--- config.mk ---
export PLATFORM = sky130hd
export DESIGN_NAME = systolic_feed_scheduler
export DESIGN_NICKNAME = d
export VERILOG_FILES = /design/src/rtl/systolic_feed_scheduler_pkg.sv /design/src/rtl/systolic_feed_scheduler_skew_lane_mux.sv /design/src/rtl/systolic_feed_scheduler.sv
export SDC_FILE = /design/constraint.sdc
export NUM_CORES = 1
export LEC_CHECK = 0
export CORE_MARGIN = 8
export CORE_UTILIZATION = 56
export CTS_BUF_LIST = sky130_fd_sc_hd__clkbuf_8
export DETAILED_ROUTE_END_ITERATION = 10
export GPL_TIMING_DRIVEN = 0
export PLACE_DENSITY = 0.88
export SLEW_MARGIN = 20
export SYNTH_ARGS = -nofsm -noshare
export SYNTH_HDL_FRONTEND = slang
export SYNTH_SLANG_ARGS = --single-unit
--- constraint.sdc ---
create_clock -name clk -period 5.6 [get_ports clk]
set_clock_uncertainty 0.15 [all_clocks]
set_input_delay 1.4 -clock clk [delete_from_list [all_inputs] [get_ports clk]]
set_output_delay 1.4 -clock clk [all_outputs]
set_load 0.03 [all_outputs]
--- src/rtl/systolic_feed_scheduler_pkg.sv ---
// systolic_feed_scheduler_pkg: shared state encoding, default sizes and derived sequence lengths
package systolic_feed_scheduler_pkg;
  localparam int N_DEFAULT = 4;
  localparam int K_DEFAULT = 4;
  localparam int DATA_WIDTH_DEFAULT = 8;
  typedef enum logic [2:0] {IDLE, CLEAR, FEED, DRAIN, DONE} state_t;
  function automatic int feed_len(input int n, input int k);
    return k + n - 1;
  endfunction
  function automatic int drain_len(input int n);
    return n - 1;
  endfunction
  localparam int FEED_LEN = feed_len(N_DEFAULT, K_DEFAULT);
  localparam int DRAIN_LEN = drain_len(N_DEFAULT);
endpackage

--- src/rtl/systolic_feed_scheduler_skew_lane_mux.sv ---
// systolic_feed_scheduler_skew_lane_mux: picks element (step - LANE) of a latched row/column vector, or 0 outside the wavefront
// Ports: step = feed step counter, vec = K packed operands (element k at [k*DW +: DW]), q = lane operand
module systolic_feed_scheduler_skew_lane_mux #(
  parameter int K = 4,
  parameter int DW = 8,
  parameter int CW = 3,
  parameter int LANE = 0
) (
  input  logic [CW-1:0]   step,
  input  logic [K*DW-1:0] vec,
  output logic [DW-1:0]   q
);
  always_comb begin
    q = '0;
    for (int k = 0; k < K; k++) if (int'(step) == k + LANE) q = vec[k*DW +: DW];
  end
endmodule

--- src/rtl/systolic_feed_scheduler.sv ---
// systolic_feed_scheduler: sequences one skewed NxN systolic matrix-multiply pass (clear, feed, drain, done)
// Ports: clk/rst_n clock and async active-low reset; start/stall control; a_mat/b_mat operand tiles;
//        busy/done status; array_clr/array_we accumulator controls; a_edge/b_edge per-row/column operands
module systolic_feed_scheduler
  import systolic_feed_scheduler_pkg::*;
#(
  parameter int N = N_DEFAULT,
  parameter int K = K_DEFAULT,
  parameter int DATA_WIDTH = DATA_WIDTH_DEFAULT
) (
  input  logic                      clk,
  input  logic                      rst_n,
  input  logic                      start,
  input  logic                      stall,
  input  logic [N*K*DATA_WIDTH-1:0] a_mat,
  input  logic [K*N*DATA_WIDTH-1:0] b_mat,
  output logic                      busy,
  output logic                      array_clr,
  output logic                      array_we,
  output logic [N*DATA_WIDTH-1:0]   a_edge,
  output logic [N*DATA_WIDTH-1:0]   b_edge,
  output logic                      done
);
  localparam int DW = DATA_WIDTH;
  localparam int CW = $clog2(K + N);
  localparam logic [CW-1:0] FEED_LAST = CW'(feed_len(N, K) - 1);
  localparam logic [CW-1:0] DRAIN_LAST = CW'(drain_len(N) - 1);
  state_t state, state_n;
  logic [CW-1:0] cnt, cnt_n;
  logic [N*K*DW-1:0] a_q;
  logic [K*N*DW-1:0] b_q;
  logic [N-1:0][K*DW-1:0] b_col;
  logic [N*DW-1:0] a_mux, b_mux;
  logic hold;
  // a stall freezes only the active sequence; IDLE and DONE always move on
  assign hold = stall && (state == CLEAR || state == FEED || state == DRAIN);
  always_comb begin
    state_n = state;
    cnt_n = cnt;
    if (!hold)
      case (state)
        IDLE: state_n = start ? CLEAR : IDLE;
        CLEAR: begin
          state_n = FEED;
          cnt_n = '0;
        end
        FEED: begin
          state_n = cnt == FEED_LAST ? DRAIN : FEED;
          cnt_n = cnt == FEED_LAST ? '0 : cnt + 1'b1;
        end
        DRAIN: begin
          state_n = cnt == DRAIN_LAST ? DONE : DRAIN;
          cnt_n = cnt + 1'b1;
        end
        default: state_n = IDLE;
      endcase
  end
  // column j of B gathered into a contiguous vector so both lanes share one mux shape
  genvar i, k;
  for (i = 0; i < N; i++) begin : g_lane
    for (k = 0; k < K; k++) begin : g_col
      assign b_col[i][k*DW +: DW] = b_q[(k*N+i)*DW +: DW];
    end
    systolic_feed_scheduler_skew_lane_mux #(.K(K), .DW(DW), .CW(CW), .LANE(i)) u_a (
      .step(cnt_n),
      .vec (a_q[i*K*DW +: K*DW]),
      .q   (a_mux[i*DW +: DW])
    );
    systolic_feed_scheduler_skew_lane_mux #(.K(K), .DW(DW), .CW(CW), .LANE(i)) u_b (
      .step(cnt_n),
      .vec (b_col[i]),
      .q   (b_mux[i*DW +: DW])
    );
  end
  // outputs are registered from the next state/step so they line up with the state register
  always_ff @(posedge clk or negedge rst_n) begin
    if (!rst_n) begin
      state <= IDLE;
      cnt <= '0;
      a_q <= '0;
      b_q <= '0;
      array_clr <= 1'b0;
      array_we <= 1'b0;
      a_edge <= '0;
      b_edge <= '0;
    end else begin
      state <= state_n;
      cnt <= cnt_n;
      if (state == IDLE && start) begin
        a_q <= a_mat;
        b_q <= b_mat;
      end
      array_clr <= !hold && state_n == CLEAR;
      array_we <= !hold && (state_n == FEED || state_n == DRAIN);
      a_edge <= hold ? a_edge : state_n == FEED ? a_mux : '0;
      b_edge <= hold ? b_edge : state_n == FEED ? b_mux : '0;
    end
  end
  assign busy = state != IDLE;
  assign done = state == DONE;
endmodule
==> flow_summary.toml <==
[synth]
syn_inst = 994
synth_top_area_cell = "dfrtp_1"
synthesis.area_um2 = 14000
synth_top_cells_by_count = "dfrtp_1 (328), mux2_2 (259), o21ai_0 (60)"
yosysUniqueCellTypes = 46
syn_avg_cell_area_um2 = 14.1
seq_area_frac_synth = 0.585
synth_compound_area_frac = 0.0951
synth_edf_count = 0
yosys-top-cells-area = "dfrtp_1 (59%), mux2_2 (21%), mux4_2 (2.6%), a22oi_1 (2.5%), o21ai_0 (2.1%)"
synth_top_family_by_area = "multiplexers"
syn_nets = 1256
synthMuxAreaShare = 0.257
synth_xor_area_frac = 0
yosysTopAreaCellShare = 0.585
ys_ff_latch = 328
synth-simple-area-share = 0.0310
ys_warn_count = 0
ys.flop_type = "dfrtp_1"
async_reset_ff_frac = 1.00
synthAdderAreaFrac = 0.00178
synth_most_common_cell = "dfrtp_1"

[sta]
min_period_ns = 4.03
setup_tns_ns = 0
hold_violations = 0
post-route-period-util = 0.719
clock.fmax_mhz = 248
fin_ws_ns = 1.57
slew_viol_final = 0
finalSetupViolations = 0
rsz0062_at_grt = "no"
worst_slew_pin_slew_ns = 0.854
hold-worst-slack_ns = 0.336
slew_headroom = 0.431

[power]
p_leak_nw = 7.91
total_power_mw = 10.8
ir_drop_v = 0.000367
power_per_cell_area_nw_per_um2 = 572

[detailed_routing]
drc = 0
vias_per_cell = 5.84
via_count = 10241
dr.pass1.iters = 7
drt_iter0_markers = 663
wl_per_cell_um = 24.5
ant_nets = 0
wl_um = 42900

[place]
numPortBuffers = 327
dpl_worst_slack_ns = 1.06
gp_congestion = 0.862
hpwl_um = 31000

[floorplan]
ios = 328
start_util = 0.563
core_area_um2 = 24900
rows = 58
dieArea_um2 = 30400
die_w_um = 174
die_height_um = 174

[clock_network]
path_clk_slew_ns = 0.06
root_buffer = "clkbuf_8"
cts.htree.levels = 2
cts_resized = 0
tritoncts = "yes"
clk_path_buf_depth = 3
numCtsBuffers = 54
clock-sinks = 328
clock_latency_ns = 0.58
ctsHoldBuffers = 0
post-cts-setup-buffer-count = 0

[hold_path]
hold_path_class = "register to register"

[grt]
grt_pass1_vias = 11420
grt_usage = 0.280
grt_overflow = 0
grt_max_degree = 101
grt_first_pass_wirelength_um = 66400
antenna_found_initial = 4

[critical_path]
worstPathArrival_ns = 4.32
worstPathMaxFanout = 10
critPathCaptureType = "register"
path_class = "primary input to register"
cp.required_ns = 5.90
critPathLaunchType = "primary input"

[flow_run]
maxCapViolations = 0

[layout]
synthToLayoutAreaGrowth_pct = 34.9
drive_above_1_share = 0.293
final_util = 0.760
nets = 1643

[run_status]
status = "finished, final reports clean"
## per-stage QoR
step	instances	cell area (µm²)
4_1_cts	1751	18900
3_3_place_gp	1651	17700
3_5_place_dp	1655	17800
6_report	1753	18900
2_1_floorplan	994	14000
5_1_grt	1753	18900
## where the power goes
| group | leakage [nW] | internal (mW) | total, mW | switching, mW |
|---|---|---|---|---|
| registers | 3.99 | 3.54 | 4.19 | 0.649 |
| logic | 3.28 | 2.27 | 4.53 | 2.26 |
| clock network | 0.632 | 1.15 | 2.09 | 0.946 |
| total | 7.91 | 6.96 | 10.8 | 3.85 |
## metal layers
layer  wire length [µm]  share of wire  global-route usage
met5                 27        0.00063                   0
met3               3990          0.093              0.0824
met1              16600           0.39               0.344
met4               1400          0.033              0.0937
met2              21000           0.49               0.468
## placed cells by master, fill, tap and decap left out, types with 3 or more instances in the layout
cell type	count
a22o_1	16
a22oi_1	47
buf_16	3
buf_2	34
buf_4	4
buf_6	9
clkbuf_1	22
clkbuf_8	69
clkdlybuf4s50_1	326
clkinv_2	7
dfrtp_1	328
inv_1	22
mux2_1	13
mux2_2	259
mux2i_1	17
mux4_2	16
nand2_1	36
nand2b_1	5
nor2_1	4
nor2b_1	3
nor3_1	15
o21ai_0	60
o21ai_1	38
o22a_1	16
o2bb2ai_1	16
## logic make-up after synthesis
kind of cell / count (synthesis)
fa+ha+maj: 2
flops: 328
mux: 306
buf+inv: 76
compound gates: 201
simple gates: 81
## path summary, 6_finish.rpt
kind / startpoint / end / slack (ns) / depth (start not counted)
min reg2reg: b_edge[28] / b_edge[28] / 0.34 / 2
max reg2reg: cnt[0] / a_edge[16] / 2.34 / 10
min in group asynchronous: rst_n / a_q[29] / 0.70 / 1
max in group asynchronous: rst_n / a_q[67] / 3.36 / 3
max: stall / a_edge[16] / 1.57 / 9
min: b_edge[28] / b_edge[28] / 0.34 / 2
## registers in the layout, indices dropped and copies added (netlist names)
| signal | flops |
|---|---|
| a_edge | 32 |
| a_q | 128 |
| array_clr | 1 |
| array_we | 1 |
| b_edge | 32 |
| b_q | 128 |
| cnt | 3 |
| state | 3 |
## critical path, cell delays in order
cell and delay (ns):
clkdlybuf4s50_1 0.55, or2_2 0.41, o21a_1 0.18, buf_4 0.19, a211oi_4 0.44, nand2_1 0.33, clkbuf_1 0.32, o21ai_0 0.38
o21ai_1 0.13
## area by class of cell
type                    count  area [µm²]
inverters                   6        25.0
clock buffers              69         950
flip-flops and latches    328        8210
repair buffers            331        3370
multi-input cells         590        5410
fillers                  1585        5990
plain buffers              70         385
well taps                 330         413
diodes                      2        5.00
clock inverters            27         145
Note: power is estimated with default switching activity, not from simulation.
